[src/rtl/dcache_mshr.sv]
// MSHR file: merges duplicate line misses, issues one memory request per line, fills in allocation order.
// Fill is registered (one cycle after the DONE head is seen); misses back-pressured by miss_ready_o only when full.
module dcache_mshr #(
  parameter int NUM_ENTRIES = 4,
  parameter int ADDR_BITS   = 29,
  parameter int TAG_BITS    = 4,
  parameter int BLOCK_BITS  = 64,
  localparam int PTR_BITS   = $clog2(NUM_ENTRIES),
  localparam int CNT_BITS   = $clog2(NUM_ENTRIES + 1)
) (
  input  logic                  clk_i,
  input  logic                  rst_i,
  input  logic                  miss_valid_i,
  input  logic [ADDR_BITS-1:0]  miss_addr_i,
  output logic                  miss_ready_o,
  output logic                  mem_req_valid_o,
  output logic [ADDR_BITS-1:0]  mem_req_addr_o,
  input  logic                  mem_req_accepted_i,
  input  logic [TAG_BITS-1:0]   current_req_tag_i,
  input  logic [BLOCK_BITS-1:0] mem_data_i,
  input  logic [TAG_BITS-1:0]   mem_data_tag_i,
  output logic                  fill_valid_o,
  output logic [ADDR_BITS-1:0]  fill_addr_o,
  output logic [BLOCK_BITS-1:0] fill_data_o,
  output logic [CNT_BITS-1:0]   count_o
);

  typedef enum logic [1:0] {E_FREE, E_PENDING, E_WAIT, E_DONE} ent_state_e;

  localparam logic [CNT_BITS-1:0] FULL_CNT = CNT_BITS'(NUM_ENTRIES);

  ent_state_e            state_q [NUM_ENTRIES];
  ent_state_e            state_d [NUM_ENTRIES];
  logic [ADDR_BITS-1:0]  addr_q  [NUM_ENTRIES];
  logic [TAG_BITS-1:0]   tag_q   [NUM_ENTRIES];
  logic [BLOCK_BITS-1:0] data_q  [NUM_ENTRIES];
  logic [PTR_BITS-1:0]   head_q, head_d, tail_q, tail_d;
  logic [CNT_BITS-1:0]   count_q, count_d;
  logic                  fill_vld_q;
  logic [ADDR_BITS-1:0]  fill_addr_q;
  logic [BLOCK_BITS-1:0] fill_data_q;

  logic                  hit, alloc, fill_go, issue_go;
  logic                  req_found, ret_found;
  logic [PTR_BITS-1:0]   req_idx, ret_idx, scan_a, scan_b;

  always_comb begin
    hit       = 1'b0;
    req_found = 1'b0;
    ret_found = 1'b0;
    req_idx   = '0;
    ret_idx   = '0;
    scan_a    = '0;
    scan_b    = '0;
    for (int i = 0; i < NUM_ENTRIES; i++) begin
      if (state_q[i] != E_FREE && addr_q[i] == miss_addr_i) hit = 1'b1;
    end
    // Both scans walk from the head so the oldest candidate wins.
    for (int i = 0; i < NUM_ENTRIES; i++) begin
      scan_a = head_q + PTR_BITS'(i);
      if (!req_found && state_q[scan_a] == E_PENDING) begin
        req_found = 1'b1;
        req_idx   = scan_a;
      end
      scan_b = head_q + PTR_BITS'(i);
      if (!ret_found && mem_data_tag_i != '0 && state_q[scan_b] == E_WAIT &&
          tag_q[scan_b] == mem_data_tag_i) begin
        ret_found = 1'b1;
        ret_idx   = scan_b;
      end
    end
    alloc    = miss_valid_i && !hit && (count_q != FULL_CNT);
    fill_go  = (state_q[head_q] == E_DONE);
    issue_go = req_found && mem_req_accepted_i && (current_req_tag_i != '0);
  end

  always_comb begin
    for (int i = 0; i < NUM_ENTRIES; i++) state_d[i] = state_q[i];
    head_d  = head_q;
    tail_d  = tail_q;
    count_d = count_q;
    if (alloc) begin
      state_d[tail_q] = E_PENDING;
      tail_d          = tail_q + PTR_BITS'(1);
    end
    if (issue_go)  state_d[req_idx] = E_WAIT;
    if (ret_found) state_d[ret_idx] = E_DONE;
    if (fill_go) begin
      state_d[head_q] = E_FREE;
      head_d          = head_q + PTR_BITS'(1);
    end
    if (alloc && !fill_go)      count_d = count_q + CNT_BITS'(1);
    else if (!alloc && fill_go) count_d = count_q - CNT_BITS'(1);
  end

  always_ff @(posedge clk_i or posedge rst_i) begin
    if (rst_i) begin
      for (int i = 0; i < NUM_ENTRIES; i++) begin
        state_q[i] <= E_FREE;
        addr_q[i]  <= '0;
        tag_q[i]   <= '0;
        data_q[i]  <= '0;
      end
      head_q      <= '0;
      tail_q      <= '0;
      count_q     <= '0;
      fill_vld_q  <= 1'b0;
      fill_addr_q <= '0;
      fill_data_q <= '0;
    end else begin
      for (int i = 0; i < NUM_ENTRIES; i++) state_q[i] <= state_d[i];
      head_q     <= head_d;
      tail_q     <= tail_d;
      count_q    <= count_d;
      fill_vld_q <= fill_go;
      if (alloc)     addr_q[tail_q]  <= miss_addr_i;
      if (issue_go)  tag_q[req_idx]  <= current_req_tag_i;
      if (ret_found) data_q[ret_idx] <= mem_data_i;
      if (fill_go) begin
        fill_addr_q <= addr_q[head_q];
        fill_data_q <= data_q[head_q];
      end
    end
  end

  assign miss_ready_o    = !rst_i && miss_valid_i && (hit || count_q != FULL_CNT);
  assign mem_req_valid_o = req_found;
  assign mem_req_addr_o  = req_found ? addr_q[req_idx] : '0;
  assign fill_valid_o    = fill_vld_q;
  assign fill_addr_o     = fill_addr_q;
  assign fill_data_o     = fill_data_q;
  assign count_o         = count_q;

endmodule

[config.mk]
export PLATFORM = sky130hd
export DESIGN_NAME = dcache_mshr
export DESIGN_NICKNAME = d
export VERILOG_FILES = /design/src/rtl/dcache_mshr.sv
export SDC_FILE = /design/constraint.sdc
export NUM_CORES = 1
export LEC_CHECK = 0
export ABC_AREA = 1
export BUFFER_PORTS_ARGS = -buffer_cell sky130_fd_sc_hd__buf_2
export CORE_UTILIZATION = 25
export DETAILED_ROUTE_END_ITERATION = 7
export GPL_TIMING_DRIVEN = 0
export PLACE_DENSITY = 0.49
export SETUP_SLACK_MARGIN = 0.05
export SLEW_MARGIN = 20
export SYNTH_ARGS = -nofsm -noshare
export SYNTH_HDL_FRONTEND = slang
export SYNTH_SLANG_ARGS = --single-unit
[constraint.sdc]
create_clock -name clk_i -period 44.3 [get_ports clk_i]
set_input_delay 6.645 -clock clk_i [delete_from_list [all_inputs] [get_ports clk_i]]
set_output_delay 6.645 -clock clk_i [all_outputs]
set_load 0.02 [all_outputs]
; ---- Word level (Yosys, flattened, before mapping)
; Index checks and enable logic that the tools add are counted.
[op_classes]
magnitude_cmp = 11
n_addsub = 6
n_bitwise = 16
reduce_logical = 48
eq_ne = 18
muxes = 77
[ops]
columns = cell, n
row1 = 256-bit bitwise mux, 1
row2 = 64-bit two-way mux, 3
row3 = 29-bit two-way mux, 6
row4 = 64-bit binary-select mux with 2-bit select, 1
row5 = 64-bit demux with 2-bit select, 1
row6 = 29-bit binary-select mux with 2-bit select, 2
row7 = 116-bit bitwise mux, 1
row8 = 29-bit == test, 4
row9 = 29-bit demux with 2-bit select, 1
row10 = 2-bit two-way mux, 20
row11 = 4-bit two-way mux, 9
row12 = 4-bit binary-select mux with 2-bit select, 4
row13 = 8-bit two-way mux, 4
row14 = 1-bit logical AND, 30
row15 = "3-bit >= comparator, second input constant", 7
row16 = 2-bit inverter with 3-bit output, 7
row17 = 2-bit binary-select mux with 2-bit select, 4
row18 = 16-bit bitwise mux, 1
row19 = 2-bit demux with 2-bit select, 4
row20 = 4-bit == test, 4
row21 = "3-bit by 1-bit less-than comparator with 1-bit output, second input constant", 4
row22 = 1-bit two-way mux, 12
row23 = "2-bit == test, second input constant", 5
row24 = 1-bit zero test, 10
row25 = other kinds (17), 31
[word_totals]
reg_bits = 497
input_bits = 105

; ---- Logic depth before layout (Yosys ltp)
; Gate-level depths: netlist of the first run.
[logic_depth]
depth_word = 32
mapped_depth = 26
ltp_nobuf = 18

; ---- Worst setup path before layout of the first run
; Ideal clock, no wire load.
[synth_timing]
path_type = in2out
start = in rst_i
end = out miss_ready_o
arrival_time_ns = 17.710
stages = 3
t_required_ns = 37.655
slack_ns = 19.945
cell_sequence = inv_1 nand3_1 inv_1
[synth_between]
elab_chain_cells = 3
[synth_lines]
columns = item, line_no
row1 = from (decl), 12  ; input logic rst_i,
row2 = 1-bit zero test, 126  ; assign miss_ready_o = !rst_i && miss_valid_i && (hit || count_q != FULL_CNT);
row3 = 1-bit logical AND (2 in a row), 126
row4 = to (decl), 15  ; output logic miss_ready_o,
; Every way passes these cells.

; ---- Worst setup path after layout of the first run
[layout_timing]
start = in miss_addr_i[7]
end = out miss_ready_o
[layout_between]
elab_chain_cells = 8
word_cells_on_any_way = 14
[layout_lines]
columns = item, line_no
row1 = from (decl), 14  ; input logic [ADDR_BITS-1:0] miss_addr_i,
row2 = 29-bit == test, 56  ; if (state_q[i] != E_FREE && addr_q[i] == miss_addr_i) hit = 1'b1;
row3 = 1-bit logical AND, 56
row4 = 1-bit two-way mux (3 in a row), 56
row5 = 1-bit two-way mux (*), 56
row6 = 1-bit logical OR (*), 126
row7 = 1-bit logical AND (*), 126
; Every way passes the cells marked *; elsewhere a longest branch is shown, timed or not.

==> key figures, run 1 <==
Floorplanning
  • Core area: between 0.1 and 0.15 mm^2
  • I/O pins: between 200 and 250
  • Total die area: around 0.10 mm^2
  • Die height: 319.5 um
  • Row Count: around 120
  • Die width: about 320 um
  • Initial Util: 25.20%

Clocking
  • Clk buf depth: 3
  • Htree depth: 2
  • Num CTS Buffers: 58
  • Clk_lat worst skew: roughly 0.67 ns
  • Postcts setup bufs: 0
  • Post-cts sizing count: 0
  • CTS tree: done
  • Clock tree sinks: between 400 and 500
  • Root buf cell: clkbuf_16
  • Hold buffer count at CTS: 0
  • Worst-path clk slew: approximately 0.060 ns

Placement
  • RePlAce Congestion: a little under 1
  • HPWL after detailed placement: between 70000 and 80000 um
  • DP Area: ~0.028 mm^2
  • I/O Buffers: 225

Worst setup path
  • Reg2reg setup slack: 38.72 ns
  • Crit path DAT: approximately 9 ns
  • CP required: about 38 ns
  • Crit-path max FO: 10
  • Worst Setup Start Kind: input port
  • FF-to-FF path depth: 22
  • CP Capture Type: output port
  • Reg-to-Reg Start: head_q[0]
  • RR Endpoint: data_q[59]
  • Crit Path Category: input port to output port

STA
  • Clock skew: 0.05023 ns
  • Final min period: 15.52 ns
  • Max Slew Vio Count: 0
  • Final Setup Violations: 0
  • Fin Setup TNS: 0 ns
  • Final hold violations: 0
  • Slew HR: a little under a quarter
  • Hold Slack: 0.4626 ns
  • RSZ-0062 raised after global routing: false
  • Worst Tran Pin Value: 1.155 ns
  • Final period util: 35.04%
  • Max Fclk: 64.43 MHz

Routing
  • DRT Pass-1 Iters: 6
  • Starting DRT DRC Count: roughly 2400
  • Routed wire length: about 110000 um
  • Vias/cell: around 4.9
  • WL/cell: about 21 um
  • Number of routed nets with antenna violations: 0
  • DR DRC count: 0
  • Routed vias: approximately 24000

Global route
  • Overflow after GRT: 0
  • Pin count of the biggest net entering global routing: 95
  • First-pass GRT wire length: roughly 160000 um
  • Tot GR Track Use: approximately 20%
  • Initial antenna violation count: 18
  • Vias in the first global route: about 24000

Power
  • P_leak: approximately 14 nW
  • Net switching power: around 1.6 mW
  • Sequential fraction of design power: between 20% and 30%
  • Int Power: 1.450 mW
  • Gate power share: between 50% and 60%
  • Pwr per Cell Area: 100.1 mW/mm^2
  • Switching share of power: about 52%
  • Maximum vdd drop: 0.00005160 V
  • Clock network power share: ~17%
  • Pwr Total: 3.010 mW

Worst hold path
  • Hold Path Depth: 2
  • Hold path endpoint: data_q[177]
  • Hold Path Origin: data_q[177]
  • HP Class: flip-flop to flip-flop

Cells and area
  • Layout area overhead: 19.37%
  • Share of cells above drive strength 1: ~12%
  • Final core occ: between 30% and 40%
  • Final nets: around 3700
  • Post-route cell area: around 0.030 mm^2

Outcome
  • Run status: finished, final reports clean

Flow run
  • Max Cap Violations: 0

Logic synthesis
  • Syn nets: between 3000 and 4000
  • Synth Instances: around 3300
  • Register area share after synthesis: 49.35%
  • Synth Cell Area: between 0.02 and 0.03 mm^2
  • Post-synth ARST share: 100.0%
  • Synth warn: 0
  • Library cells used by synthesis: 39
  • Ys flop type: dfrtp_1
  • Syn avg cell area: 7.718 um^2
  • Number of synthesized flops with an enable pin: 0
  • Seq cells post-synth: between 400 and 500
==> Yosys cell counts (3+ instances only) <==
| master | instances | area (um^2) |
|---|---|---|
| nand2_1 | 1032 | 3874 |
| ha_1 | 9 | 112.6 |
| nor2_1 | 274 | 1028 |
| nor3_1 | 15 | 75.07 |
| buf_2 | 45 | 225.2 |
| inv_2 | 7 | 26.28 |
| o22ai_1 | 49 | 306.5 |
| o21ai_1 | 72 | 360.4 |
| o211ai_1 | 65 | 488.0 |
| nand3_2 | 3 | 30.03 |
| buf_1 | 9 | 33.78 |
| inv_1 | 224 | 840.8 |
| nand4_1 | 92 | 575.6 |
| nand2_2 | 4 | 25.02 |
| xnor2_1 | 14 | 122.6 |
| dfrtp_1 | 497 | 12440 |
| nand3_1 | 169 | 845.8 |
| o21ai_0 | 293 | 1466 |
| o21a_1 | 29 | 217.7 |
| a21oi_1 | 80 | 400.4 |
| buf_4 | 30 | 225.2 |
| xor2_1 | 15 | 131.4 |
| buf_6 | 17 | 191.4 |
| nor2_2 | 4 | 25.02 |
| a31oi_1 | 93 | 581.8 |
| clkbuf_1 | 111 | 416.7 |
==> flip-flops by register name (all words and copies together), names as in the netlist <==
name and cells:
head_q 2, fill_data_o 64, tail_q 2, tag_q 16, fill_valid_o 1, addr_q 116, data_q 256, fill_addr_o 29
count_o 3, state_q 8
==> final cells by class <==
class | instances | area, um^2
Tap cell | 1298 | 1624
Clock inverter | 19 | 259.0
Inverter | 233 | 889.6
Antenna cell | 2 | 5.005
Clock buffer | 87 | 1690
Sequential cell | 497 | 12440
Buffer | 212 | 1097
Timing Repair Buffer | 231 | 1291
Multi-Input combinational cell | 2323 | 10790
Fill cell | 10960 | 69920
==> cells by family after synthesis <==
kind of cell	after synthesis	share of synthesized area, %
mux	1	0.04468
fa+ha+maj	10	0.5263
xor+xnor	29	1.008
flops	497	49.35
compound gates	685	15.30
simple gates	1598	25.93
buf+inv	445	7.835
==> stage by stage <==
step | setup WS, ns | std cells
finish | 28.78 | 4902
global route | 28.66 | 4902
CTS | 28.79 | 4900
detailed placement | 28.79 | 4794
global placement | 13.04 | 4788
floorplan | 19.95 | 3265
==> how the worst max path moves through the flow <==
stage / start / endpoint / slack, ns
2_1_floorplan: rst_i / miss_ready_o / 19.95
3_3_place_gp: rst_i / miss_ready_o / 13.04
3_5_place_dp: miss_addr_i[7] / miss_ready_o / 28.79
4_1_cts: miss_addr_i[7] / miss_ready_o / 28.79
5_1_grt: miss_addr_i[7] / miss_ready_o / 28.66
6_report: miss_addr_i[7] / miss_ready_o / 28.78
==> cells in the final DEF, fill, tap and decap left out, drive strengths merged <==
| master | instances |
|---|---|
| a21boi | 1 |
| a21oi | 81 |
| a31oi | 93 |
| a41oi | 1 |
| buf | 332 |
| bufinv | 4 |
| clkbuf | 198 |
| clkinv | 13 |
| clkinvlp | 1 |
| dfrtp | 497 |
| diode | 2 |
| fa | 1 |
| ha | 9 |
| inv | 234 |
| mux2 | 1 |
| nand2 | 1037 |
| nand3 | 172 |
| nand3b | 1 |
| nand4 | 92 |
| nor2 | 280 |
| nor3 | 15 |
| o211ai | 65 |
| o21a | 29 |
| o21ai | 366 |
| o22ai | 49 |
| or2 | 1 |
| xnor2 | 14 |
| xor2 | 15 |
==> metal layers <==
| metal | part of all wire (%) | GRT usage, % | up-vias |
|---|---|---|---|
| li1 | - | - | 11350 |
| met1 | 43 | 27.16 | 11480 |
| met4 | 3.1 | 6.421 | 14 |
| met3 | 7.5 | 4.173 | 205 |
| met5 | 0.083 | 0 | - |
| met2 | 46 | 33.55 | 830 |
==> power by group through the flow <==
stage               logic [mW]  clock network, mW  registers, mW
floorplan                 1.00                  0          0.830
global placement          1.68                  0          0.815
detailed placement        1.69                  0          0.815
CTS                       1.70              0.510          0.810
global route              1.86              0.525          0.838
finish                    1.70              0.498          0.813
==> worst max-delay path, stage by stage <==
cell	delay, ns
buf_2	0.12
inv_1	0.05
clkbuf_1	0.27
o22ai_1	0.45
a21oi_1	0.11
nand3_1	0.15
nor2_1	0.06
nand2_1	0.06
nand2_1	0.04
nor2_1	0.46
nand2_1	0.11
nand3_1	0.14
inv_1	0.05
buf_2	0.15
Power figures use the tool's default switching activity.
==> inputs of run 2 (changes only) <==
==> constraint.sdc (replaced) <==
create_clock -name clk_i -period 15.3 [get_ports clk_i]
set_input_delay 2.295 -clock clk_i [delete_from_list [all_inputs] [get_ports clk_i]]
set_output_delay 2.295 -clock clk_i [all_outputs]
set_load 0.02 [all_outputs]
==> run 2 against run 1 <==
Total power grew to 2.9 times the previous value. Setup slack worse by 23 ns. Routed wire length is 1.3% higher. Register-to-register slack worse by 29 ns. Via count is 1.0% higher. Global-route usage is 0.12 points higher. Largest cell class unchanged.
==> key figures, run 2 (same netlist as run 1, synthesis figures left out) <==
Outcome
  • Run status: finished, final reports clean

Worst setup path
  • Critical path's largest stage delay: 0.66 ns (+0.20 ns)
  • Delay-heaviest family, CP: buffers and inverters
  • Crit path DAT: 6.83 ns (-2.05 ns)
  • Most used cell, CP: nand2_1
  • Crit-path max FO: 11 (+1)
  • CP Capture Type: output port
  • CP cell instances: buf_6 -> inv_6 -> buf_6 -> clkbuf_1 -> clkbuf_2 -> clkbuf_1 -> ha_1 -> buf_2 -> inv_2 -> buf_4 -> nand3_1 -> nand2_1 -> nor2_1 -> inv_1 -> nand2_1 -> nor2_2 -> nand2_1 -> nand2_1 -> nand2_2 -> nand3_1 -> clkbuf_1 -> o21ai_0 -> o21a_1 -> buf_2
  • Crit Path Category: flip-flop to output port
  • Crit-path slowest cell: clkbuf_1
  • Worst Setup Start Kind: flip-flop
  • CP bufs+invs: 12 (+7)
  • CP required: 13.01 ns (-24.64 ns)

Clocking
  • Root buf cell: clkbuf_16
  • CTS tree: done
  • Hold buffer count at CTS: 0 (unchanged)
  • Worst-path clk slew: 0.06 ns (about the same)
  • Htree depth: 2 (unchanged)
  • Post-cts sizing count: 0 (unchanged)
  • Num CTS Buffers: 58 (unchanged)
  • Postcts setup bufs: 0 (unchanged)
  • Clock tree sinks: 497 (unchanged)
  • Clk_lat worst skew: 0.66 ns (about the same)
  • Clk buf depth: 3 (unchanged)

Global route
  • Vias in the first global route: 23780 (+0.084%)
  • Initial antenna violation count: 16 (-2)
  • First-pass GRT wire length: 158800 um (+0.59%)
  • Pin count of the biggest net entering global routing: 33 (-65%)
  • Overflow after GRT: 0 (unchanged)
  • Tot GR Track Use: 20.67% (+0.12 points)

Power
  • Pwr Total: 8.790 mW (+190%)
  • Pwr per Cell Area: 289.4 mW/mm^2 (+190%)
  • P_leak: 14.44 nW (+0.96%)
  • Maximum vdd drop: 0.0001489 V (+190%)

Floorplanning
  • Row Count: 116 (unchanged)
  • Total die area: 0.1021 mm^2 (unchanged)
  • I/O pins: 233 (unchanged)
  • Core area: 0.1000 mm^2 (unchanged)
  • Initial Util: 25.20% (unchanged)
  • Die height: 319.5 um (unchanged)
  • Die width: 319.5 um (unchanged)

STA
  • Final Setup Violations: 0 (unchanged)
  • RSZ-0062 raised after global routing: false
  • Final min period: 9.129 ns
  • Max Fclk: approximately 110 MHz
  • Clock skew: 0.01901 ns (-0.03122 ns)
  • Worst Tran Pin Value: 1.171 ns (+0.01529 ns)
  • Fin Setup TNS: 0 ns (unchanged)
  • Max Slew Vio Count: 0 (unchanged)
  • Final period util: between 50% and 60%
  • Slew HR: 21.95% (-1.0 points)
  • Final hold violations: 0 (unchanged)

Cells and area
  • # fillers: 10890 (-0.63%)
  • Final core occ: 30.37% (+0.29 points)
  • Storage element area: 0.01244 mm^2 (unchanged)
  • Final nets: 3684 (+0.35%)
  • Area of the multi-input gates: 0.01079 mm^2 (unchanged)
  • Most common cell after layout, fill and taps aside: nand2_1
  • Commonest non-fill, non-tap cells in the layout: 1032 x nand2_1, 497 x dfrtp_1, 293 x o21ai_0
  • Share of cells above drive strength 1: 12.70% (+0.35 points)
  • Biggest register: data_q
  • Post-route cell area: 0.03037 mm^2 (+0.96%)
  • Layout area overhead: 20.52%
  • Max reg flops: 256 (unchanged)

Routing
  • Routed wire length: 106600 um (+1.3%)
  • DRT Pass-1 Iters: 8 (+2)
  • Vias/cell: 4.909 (+0.78%)
  • Routed vias: 24120 (+1.0%)
  • DR DRC count: 0 (unchanged)
  • Number of routed nets with antenna violations: 0 (unchanged)
  • WL/cell: 21.69 um (+1.0%)
  • Starting DRT DRC Count: 2214 (-8.2%)

Flow run
  • Max Cap Violations: 0 (unchanged)

Worst hold path
  • HP Class: flip-flop to flip-flop

Placement
  • I/O Buffers: 225 (unchanged)
  • RePlAce Congestion: 0.9738 (-0.15%)
  • HPWL after detailed placement: 79650 um (+2.3%)
  • DP Area: 0.02837 mm^2 (+0.86%)
-- run 2: cell types whose count changed in the layout (fill, tap and decap cells not counted), sizes merged --
cell,change
buf,+13
bufinv,+2
clkbuf,-1
inv,-2
-- run 2: path summary, 6_finish.rpt --
| check | start | endpoint | slack, ns | cells after the start |
|---|---|---|---|---|
| setup / recovery | head_q[0] | mem_req_addr_o[26] | 6.17 | 24 |
| hold / removal | data_q[143] | data_q[143] | 0.46 | 2 |
| max in group asynchronous | rst_i | addr_q[69] | 11.95 | 8 |
| min in group asynchronous | rst_i | data_q[142] | 1.70 | 2 |
| hold reg to reg | data_q[143] | data_q[143] | 0.46 | 2 |
| setup reg to reg | head_q[0] | state_q[2] | 9.55 | 25 |
-- run 2: report_power, final --
part           total, mW  internal [mW]  switching (mW)
clock network       1.48          0.867           0.614
logic               4.95           1.43            3.52
registers           2.36           1.94           0.417
total               8.79           4.24            4.55
-- run 2: per-layer routing --
metal | track usage [%] | up-vias | wire [um]
met2 | 34.29 | 844 | 49570
met4 | 5.855 | 16 | 3204
met3 | 4.502 | 201 | 8398
li1 | - | 11370 | -
met1 | 26.90 | 11690 | 45320
met5 | 0 | - | 96
-- run 2: area by class of cell --
class                   instances  share of cell area, %
flip-flops and latches        497                  40.95
multi-input cells            2323                  35.52
clock buffers                  86                  5.587
well taps                    1298                  5.348
repair buffers                244                  5.059
plain buffers                 212                  3.613
inverters                     233                  2.917
clock inverters                19                 0.9847
diodes                          2                0.01648
-- run 2: worst min-delay path: cells and delay by family (launching register included) --
kind,cells,cell delay (ns)
DFF,1,0.34
and+or+nand+nor,2,0.10
-- run 2: per-stage QoR --
stage                     hold WS, ns  instances  setup WS, ns
after global placement         0.4477       4788        -1.840
after CTS                      0.4676       4912         6.305
after global routing           0.4846       4912         5.864
final                          0.4633       4914         6.171
after floorplan                0.4366       3265         2.886
after detailed placement       0.4529       4807         7.018
